File: src/rtl/game_state_ctrl.sv
// Game state controller: debounced start/pause/speed buttons drive a WAIT/RUN/PAUSE/END_GAME FSM.
// Optional macro SPEED_RAMP_EN steps game_speed up every RAMP_MOVES accepted moves while running.
module game_state_ctrl #(
   parameter int DEBOUNCE_CYCLES = 50000,
   parameter int END_HOLD_TICKS  = 8,
   parameter int RAMP_MOVES      = 64
) (
   input  logic        system_clk,
   input  logic        reset,
   input  logic        start_btn,
   input  logic        pause_btn,
   input  logic        speed_btn,
   input  logic        body_tick,
   input  logic        collision,
   output logic [1:0]  game_state,
   output logic [1:0]  game_speed,
   output logic        game_restart,
   output logic [15:0] move_count
);

   typedef enum logic [1:0] {
      ST_RUN   = 2'b00,
      ST_WAIT  = 2'b01,
      ST_PAUSE = 2'b10,
      ST_END   = 2'b11
   } state_e;

   typedef enum logic [1:0] {
      SPD_NORMAL = 2'b00,
      SPD_FAST   = 2'b01,
      SPD_SLOW   = 2'b10
   } speed_e;

   localparam int DBW = (DEBOUNCE_CYCLES > 1) ? $clog2(DEBOUNCE_CYCLES) : 1;
   localparam int HW  = (END_HOLD_TICKS > 1) ? $clog2(END_HOLD_TICKS) : 1;
   localparam logic [DBW-1:0] DB_LAST   = DBW'(DEBOUNCE_CYCLES - 1);
   localparam logic [HW-1:0]  HOLD_LAST = HW'(END_HOLD_TICKS - 1);

   if (DEBOUNCE_CYCLES < 1 || END_HOLD_TICKS < 1 || RAMP_MOVES < 1) begin : g_bad_param
      $error("game_state_ctrl: all count parameters must be at least 1");
   end

   function automatic speed_e select_next(input speed_e s);
      case (s)
         SPD_NORMAL: return SPD_FAST;
         SPD_FAST:   return SPD_SLOW;
         default:    return SPD_NORMAL;
      endcase
   endfunction

`ifdef SPEED_RAMP_EN
   localparam int RW = (RAMP_MOVES > 1) ? $clog2(RAMP_MOVES) : 1;
   localparam logic [RW-1:0] RAMP_LAST = RW'(RAMP_MOVES - 1);

   function automatic speed_e ramp_next(input speed_e s);
      case (s)
         SPD_SLOW:   return SPD_NORMAL;
         default:    return SPD_FAST;
      endcase
   endfunction

   logic [RW-1:0] ramp_cnt_q;
`endif

   // Button path, bit order {speed, pause, start}.
   logic [2:0]     btn_raw;
   logic [2:0]     meta_q, sync_q, deb_q, deb_dly_q;
   logic [DBW-1:0] db_cnt_q [3];
   logic [2:0]     press;

   assign btn_raw = {speed_btn, pause_btn, start_btn};

   // The counter measures how long the synced level has disagreed with the
   // accepted level; any agreement restarts the measurement.
   always_ff @(posedge system_clk or posedge reset) begin
      if (reset) begin
         meta_q    <= '0;
         sync_q    <= '0;
         deb_q     <= '0;
         deb_dly_q <= '0;
         for (int i = 0; i < 3; i++) db_cnt_q[i] <= '0;
      end else begin
         meta_q    <= btn_raw;
         sync_q    <= meta_q;
         deb_dly_q <= deb_q;
         for (int i = 0; i < 3; i++) begin
            if (sync_q[i] == deb_q[i]) begin
               db_cnt_q[i] <= '0;
            end else if (db_cnt_q[i] == DB_LAST) begin
               deb_q[i]    <= sync_q[i];
               db_cnt_q[i] <= '0;
            end else begin
               db_cnt_q[i] <= db_cnt_q[i] + 1'b1;
            end
         end
      end
   end

   assign press = deb_q & ~deb_dly_q;

   logic start_press, pause_press, speed_press;
   assign start_press = press[0];
   assign pause_press = press[1];
   assign speed_press = press[2];

   state_e         state_q;
   speed_e         speed_q;
   logic           restart_q;
   logic [15:0]    move_count_q, move_count_d;
   logic [HW-1:0]  hold_q;
   logic           move_sat;

   assign move_sat     = (move_count_q == 16'hFFFF);
   assign move_count_d = move_sat ? move_count_q : move_count_q + 16'd1;

   always_ff @(posedge system_clk or posedge reset) begin
      if (reset) begin
         state_q      <= ST_WAIT;
         speed_q      <= SPD_NORMAL;
         restart_q    <= 1'b0;
         move_count_q <= '0;
         hold_q       <= '0;
`ifdef SPEED_RAMP_EN
         ramp_cnt_q   <= '0;
`endif
      end else begin
         restart_q <= 1'b0;
         case (state_q)
            ST_WAIT: begin
               if (start_press) begin
                  state_q      <= ST_RUN;
                  restart_q    <= 1'b1;
                  move_count_q <= '0;
`ifdef SPEED_RAMP_EN
                  ramp_cnt_q   <= '0;
`endif
               end else if (speed_press) begin
                  speed_q <= select_next(speed_q);
               end
            end
            ST_RUN: begin
               if (collision) begin
                  state_q <= ST_END;
                  hold_q  <= '0;
               end else if (pause_press) begin
                  state_q <= ST_PAUSE;
               end else if (body_tick && !move_sat) begin
                  move_count_q <= move_count_d;
`ifdef SPEED_RAMP_EN
                  if (ramp_cnt_q == RAMP_LAST) begin
                     ramp_cnt_q <= '0;
                     speed_q    <= ramp_next(speed_q);
                  end else begin
                     ramp_cnt_q <= ramp_cnt_q + 1'b1;
                  end
`endif
               end
            end
            ST_PAUSE: begin
               if (pause_press || start_press) state_q <= ST_RUN;
            end
            ST_END: begin
               // A start press only returns to WAIT; a second press is needed to play.
               if (start_press) begin
                  state_q <= ST_WAIT;
               end else if (body_tick) begin
                  if (hold_q == HOLD_LAST) state_q <= ST_WAIT;
                  else                     hold_q  <= hold_q + 1'b1;
               end
            end
            default: state_q <= ST_WAIT;
         endcase
      end
   end

   assign game_state   = state_q;
   assign game_speed   = speed_q;
   assign game_restart = restart_q;
   assign move_count   = move_count_q;

endmodule
File: config.mk
export PLATFORM = sky130hd
export DESIGN_NAME = game_state_ctrl
export DESIGN_NICKNAME = d
export VERILOG_FILES = /design/src/rtl/game_state_ctrl.sv
export SDC_FILE = /design/constraint.sdc
export NUM_CORES = 1
export LEC_CHECK = 0
export BUFFER_PORTS_ARGS = -buffer_cell sky130_fd_sc_hd__buf_2
export CORE_ASPECT_RATIO = 0.8
export CORE_MARGIN = 3
export CORE_UTILIZATION = 50
export CTS_CLUSTER_SIZE = 25
export DETAILED_ROUTE_END_ITERATION = 16
export GPL_TIMING_DRIVEN = 1
export PLACE_DENSITY_LB_ADDON = 0.25
export SYNTH_ARGS = -nofsm -noshare
export SYNTH_HDL_FRONTEND = slang
export SYNTH_SLANG_ARGS = --single-unit
export TNS_END_PERCENT = 1
File: constraint.sdc
create_clock -name system_clk -period 2.2 [get_ports system_clk]
set_input_delay 0 -clock system_clk [delete_from_list [all_inputs] [get_ports system_clk]]
set_output_delay 0 -clock system_clk [all_outputs]
set_load 0.05 [all_outputs]
==> impl_metrics.py <==
metrics = {
    "synth": {
        "synth_cell_types": 46,
        "synthCells": 430,
        "yosys_warnings": 0,
        "syn-num-nets": 447,
        "synthAdderAreaFrac_pct": 2.96,
        "ys_seq_area_share_pct": 49.8,
        "ys_ff_latch": 84,
        "synth_compound_area_share_pct": 6.20,
        "synth-main-ff-cell": "dfrtp_1",
        "synth-xor-area-share_pct": 10.6,
        "synth_edf_count": 0,
        "async_flop_share_pct": 100,
        "avgSynthCellArea_um2": 9.81,
        "syn-cell-area_um2": 4220,
        "synth_top_family_by_area": "simple AND/OR/NAND/NOR gates",
        "synth_simple_gate_area_share_pct": 26.3,
        "synthMuxAreaShare_pct": 1.51,
    },
    "setup_path": {
        "crit_fanout": 5,
        "required_ns": 2.50,
        "endpoint_kind": "flop",
        "worstPathArrival_ns": 2.42,
        "worst-setup-path-type": "flop to flop",
        "crit_path_start_kind": "flop",
    },
    "clock_network": {
        "htree_levels": 3,
        "cts_sinks": 84,
        "cts_tree": "built",
        "path_clk_slew_ns": 0.09,
        "cts_made_buffers": 9,
        "clockRootBuffer": "clkbuf_8",
        "clk_latency_ns": 0.35,
        "cts_buffer_depth": 2,
    },
    "timing": {
        "worst_pin_slew_ns": 0.596,
        "fmax_mhz": 471,
        "rsz0062_at_grt": "yes",
        "final-max-slew-violation-count": 0,
        "min_period_over_period_pct": 96.4,
        "fin_hold_ws_ns": 0.194,
        "setup_viol": 0,
        "hold_viol": 0,
        "setup_ws_ns": 0.0788,
        "min_period_ns": 2.12,
        "final.setup_skew_ns": 0.0157,
        "max-slew-margin-rel_pct": 59.7,
    },
    "layout": {
        "layout.area.seq_um2": 2100,
        "nNetsFinal": 493,
        "multi_input_area_um2": 2090,
        "nFillCells": 666,
        "final_layout_size_suffix_gt1_share_pct": 16.8,
        "fin_util_pct": 61.5,
        "antenna-diode-count": 0,
        "syn2layout_area_growth_pct": 17.5,
    },
    "route": {
        "dr.pass1.iters": 4,
        "viasPerCell": 5.37,
        "routed_wl_mm": 8.23,
        "drtAntennaViolNets": 0,
        "wl_per_cell_um": 14.0,
        "drt_iter0_markers": 147,
        "drcViolationCount": 0,
        "vias": 3163,
    },
    "floorplanning": {
        "die_w_um": 109,
        "die_y_um": 88.2,
        "coreArea_um2": 8060,
        "dieArea_um2": 9590,
        "placementRows": 29,
        "start_util_pct": 52.4,
        "io_pins": 28,
    },
    "min_path": {
        "hold_class": "primary input to flop",
    },
    "placed_design": {
        "io_buffers": 27,
        "place.gp.congestion": 0.802,
        "place_ws_ns": 0.00395,
        "dp_hpwl_mm": 5.46,
    },
    "power_and_ir_drop": {
        "ir_worst_vdd_uv": 388,
        "p_per_area_nw_per_um2": 590,
        "leakage_nw": 2.16,
    },
    "global_route": {
        "antenna_found_initial": 0,
        "grt_pass1_wl_mm": 13.9,
        "grt_max_degree": 85,
        "grtUsageTotal_pct": 18.4,
        "grt_pass1_vias": 2977,
        "gr-total-overflow": 0,
    },
    "run": {
        "maxCapViolations": 0,
    },
    "outcome": {
        "run_status": "complete, no violations",
    },
}
[area by class of cell]
class                      count  area share (%)
inverter                      14            1.14
clock inverter                 5            1.69
clock buffer                  11            3.05
timing repair buffer          47            6.71
tap                          108            2.73
multi-input combinational    320            42.2
sequential                    84            42.5
[cells in the mapped netlist, types with 2 or more instances]
master / count / area [um2]
nor4_1: 3 / 18.8
and4_1: 2 / 17.5
xor2_1: 17 / 149
a21oi_1: 6 / 30.0
a211oi_2: 2 / 25.0
nand2_1: 43 / 161
and3_1: 17 / 106
and2_1: 2 / 12.5
mux2_2: 3 / 33.8
a211o_1: 2 / 17.5
inv_1: 14 / 52.6
nand3_1: 37 / 185
o21ai_1: 6 / 30.0
o21ai_0: 7 / 35.0
ha_1: 10 / 125
nor2_1: 59 / 221
nand3_2: 2 / 20.0
clkbuf_1: 8 / 30.0
nand2b_1: 3 / 18.8
or4_1: 6 / 45.0
xnor2_1: 34 / 298
dfrtp_1: 83 / 2080
a2111oi_2: 4 / 60.1
nand3b_1: 2 / 15.0
nor3_1: 15 / 75.1
mux2i_1: 3 / 30.0
nand4_1: 14 / 87.6
o211ai_1: 2 / 15.0
nand4b_1: 2 / 17.5
nor4b_1: 4 / 35.0
buf_2: 3 / 15.0
[flip-flops by register name, indices dropped and copies added (netlist names)]
signal,cells
deb_q,3
game_restart,1
game_state,2
sync_q,3
move_count,16
game_speed,2
deb_dly_q,3
hold_q,3
meta_q,3
db_cnt_q,48
[through the flow]
| step | setup TNS [ns] | area [um2] | instances | total power [mW] |
|---|---|---|---|---|
| 2_1_floorplan | -0.610 | 4230 | 430 | 1.66 |
| 3_3_place_gp | 0 | 4530 | 563 | 1.69 |
| 3_5_place_dp | 0 | 4530 | 563 | 1.69 |
| 4_1_cts | -0.000344 | 4820 | 583 | 2.96 |
| 5_1_grt | -0.0413 | 4960 | 589 | 3.06 |
| 6_report | 0 | 4960 | 589 | 2.92 |
[power by group]
group | internal, mW | switching, mW
registers | 1.56 | 0.0153
logic | 0.0279 | 0.0624
clock network | 0.703 | 0.555
total | 2.29 | 0.632
[cell usage in the layout (no fill, tap or decap), types with 2 or more instances in the layout]
cell type      netlist  final
dfrtp_1             83     82
a21oi_1              6      6
o21ai_0              7      7
or4_1                6      6
nor4_1               3      3
inv_1               14     12
buf_2                3     27
clkbuf_8             0     11
xor2_1              17     17
buf_4                0     13
dlygate4sd3_1        0      4
nand3_2              2      3
nand3b_1             2      2
nor3_1              15     15
xnor2_1             34     34
ha_1                10      9
nand2b_1             3      3
a2111oi_4            0      4
nor4b_1              4      4
and3_1              17     17
clkinvlp_4           0      3
and4_1               2      2
mux2_2               3      3
nor2_1              59     59
o21ai_1              6      6
mux2i_1              3      3
nand2_1             43     43
nand4_1             14     14
nand4b_1             2      2
o211ai_1             2      2
bufinv_16            0      2
nand3_1             37     36
[critical path: stages, from the launching register on]
cell	delay, ns
dfstp_2	0.56
inv_2	0.06
ha_2	0.19
and2_4	0.15
a211o_4	0.35
a211o_1	0.28
or4_1	0.43
nand3_2	0.08
[per-layer routing]
layer | global-route usage [%] | part of all wire [%]
met2 | 29.6 | 46
met4 | 4.93 | 1.0
met3 | 4.79 | 3.2
met1 | 25.0 | 50
met5 | 0 | 0
[worst paths after layout]
kind | cells past startpoint | slack [ns] | end | from
setup / recovery | 7 | 0.08 | move_count[7] | game_state[0]
hold / removal | 4 | 0.19 | hold_q[1] | body_tick
setup reg to reg | 7 | 0.08 | move_count[7] | game_state[0]
hold reg to reg | 0 | 0.35 | sync_q[0] | meta_q[0]
max in group asynchronous | 4 | 1.52 | game_state[0] | reset
min in group asynchronous | 4 | 0.32 | db_cnt_q[34] | reset
[timing repair]
item,in CTS,in global routing
gates cloned,0,1
endpoints found under the setup margin,2,12
endpoints found under the hold margin,86,0
pin swaps,0,12
gates resized for setup,2,10
hold buffers,4,0
setup buffers,0,5
[cells by family after synthesis]
family / count (synthesis)
AOI/OAI and AO/OA: 35
adders and majority gates: 10
muxes: 6
xor gates and xnor gates: 51
buffers and inverters: 26
and+or+nand+nor: 218
DFF: 84
(Power assumes the default switching activity.)
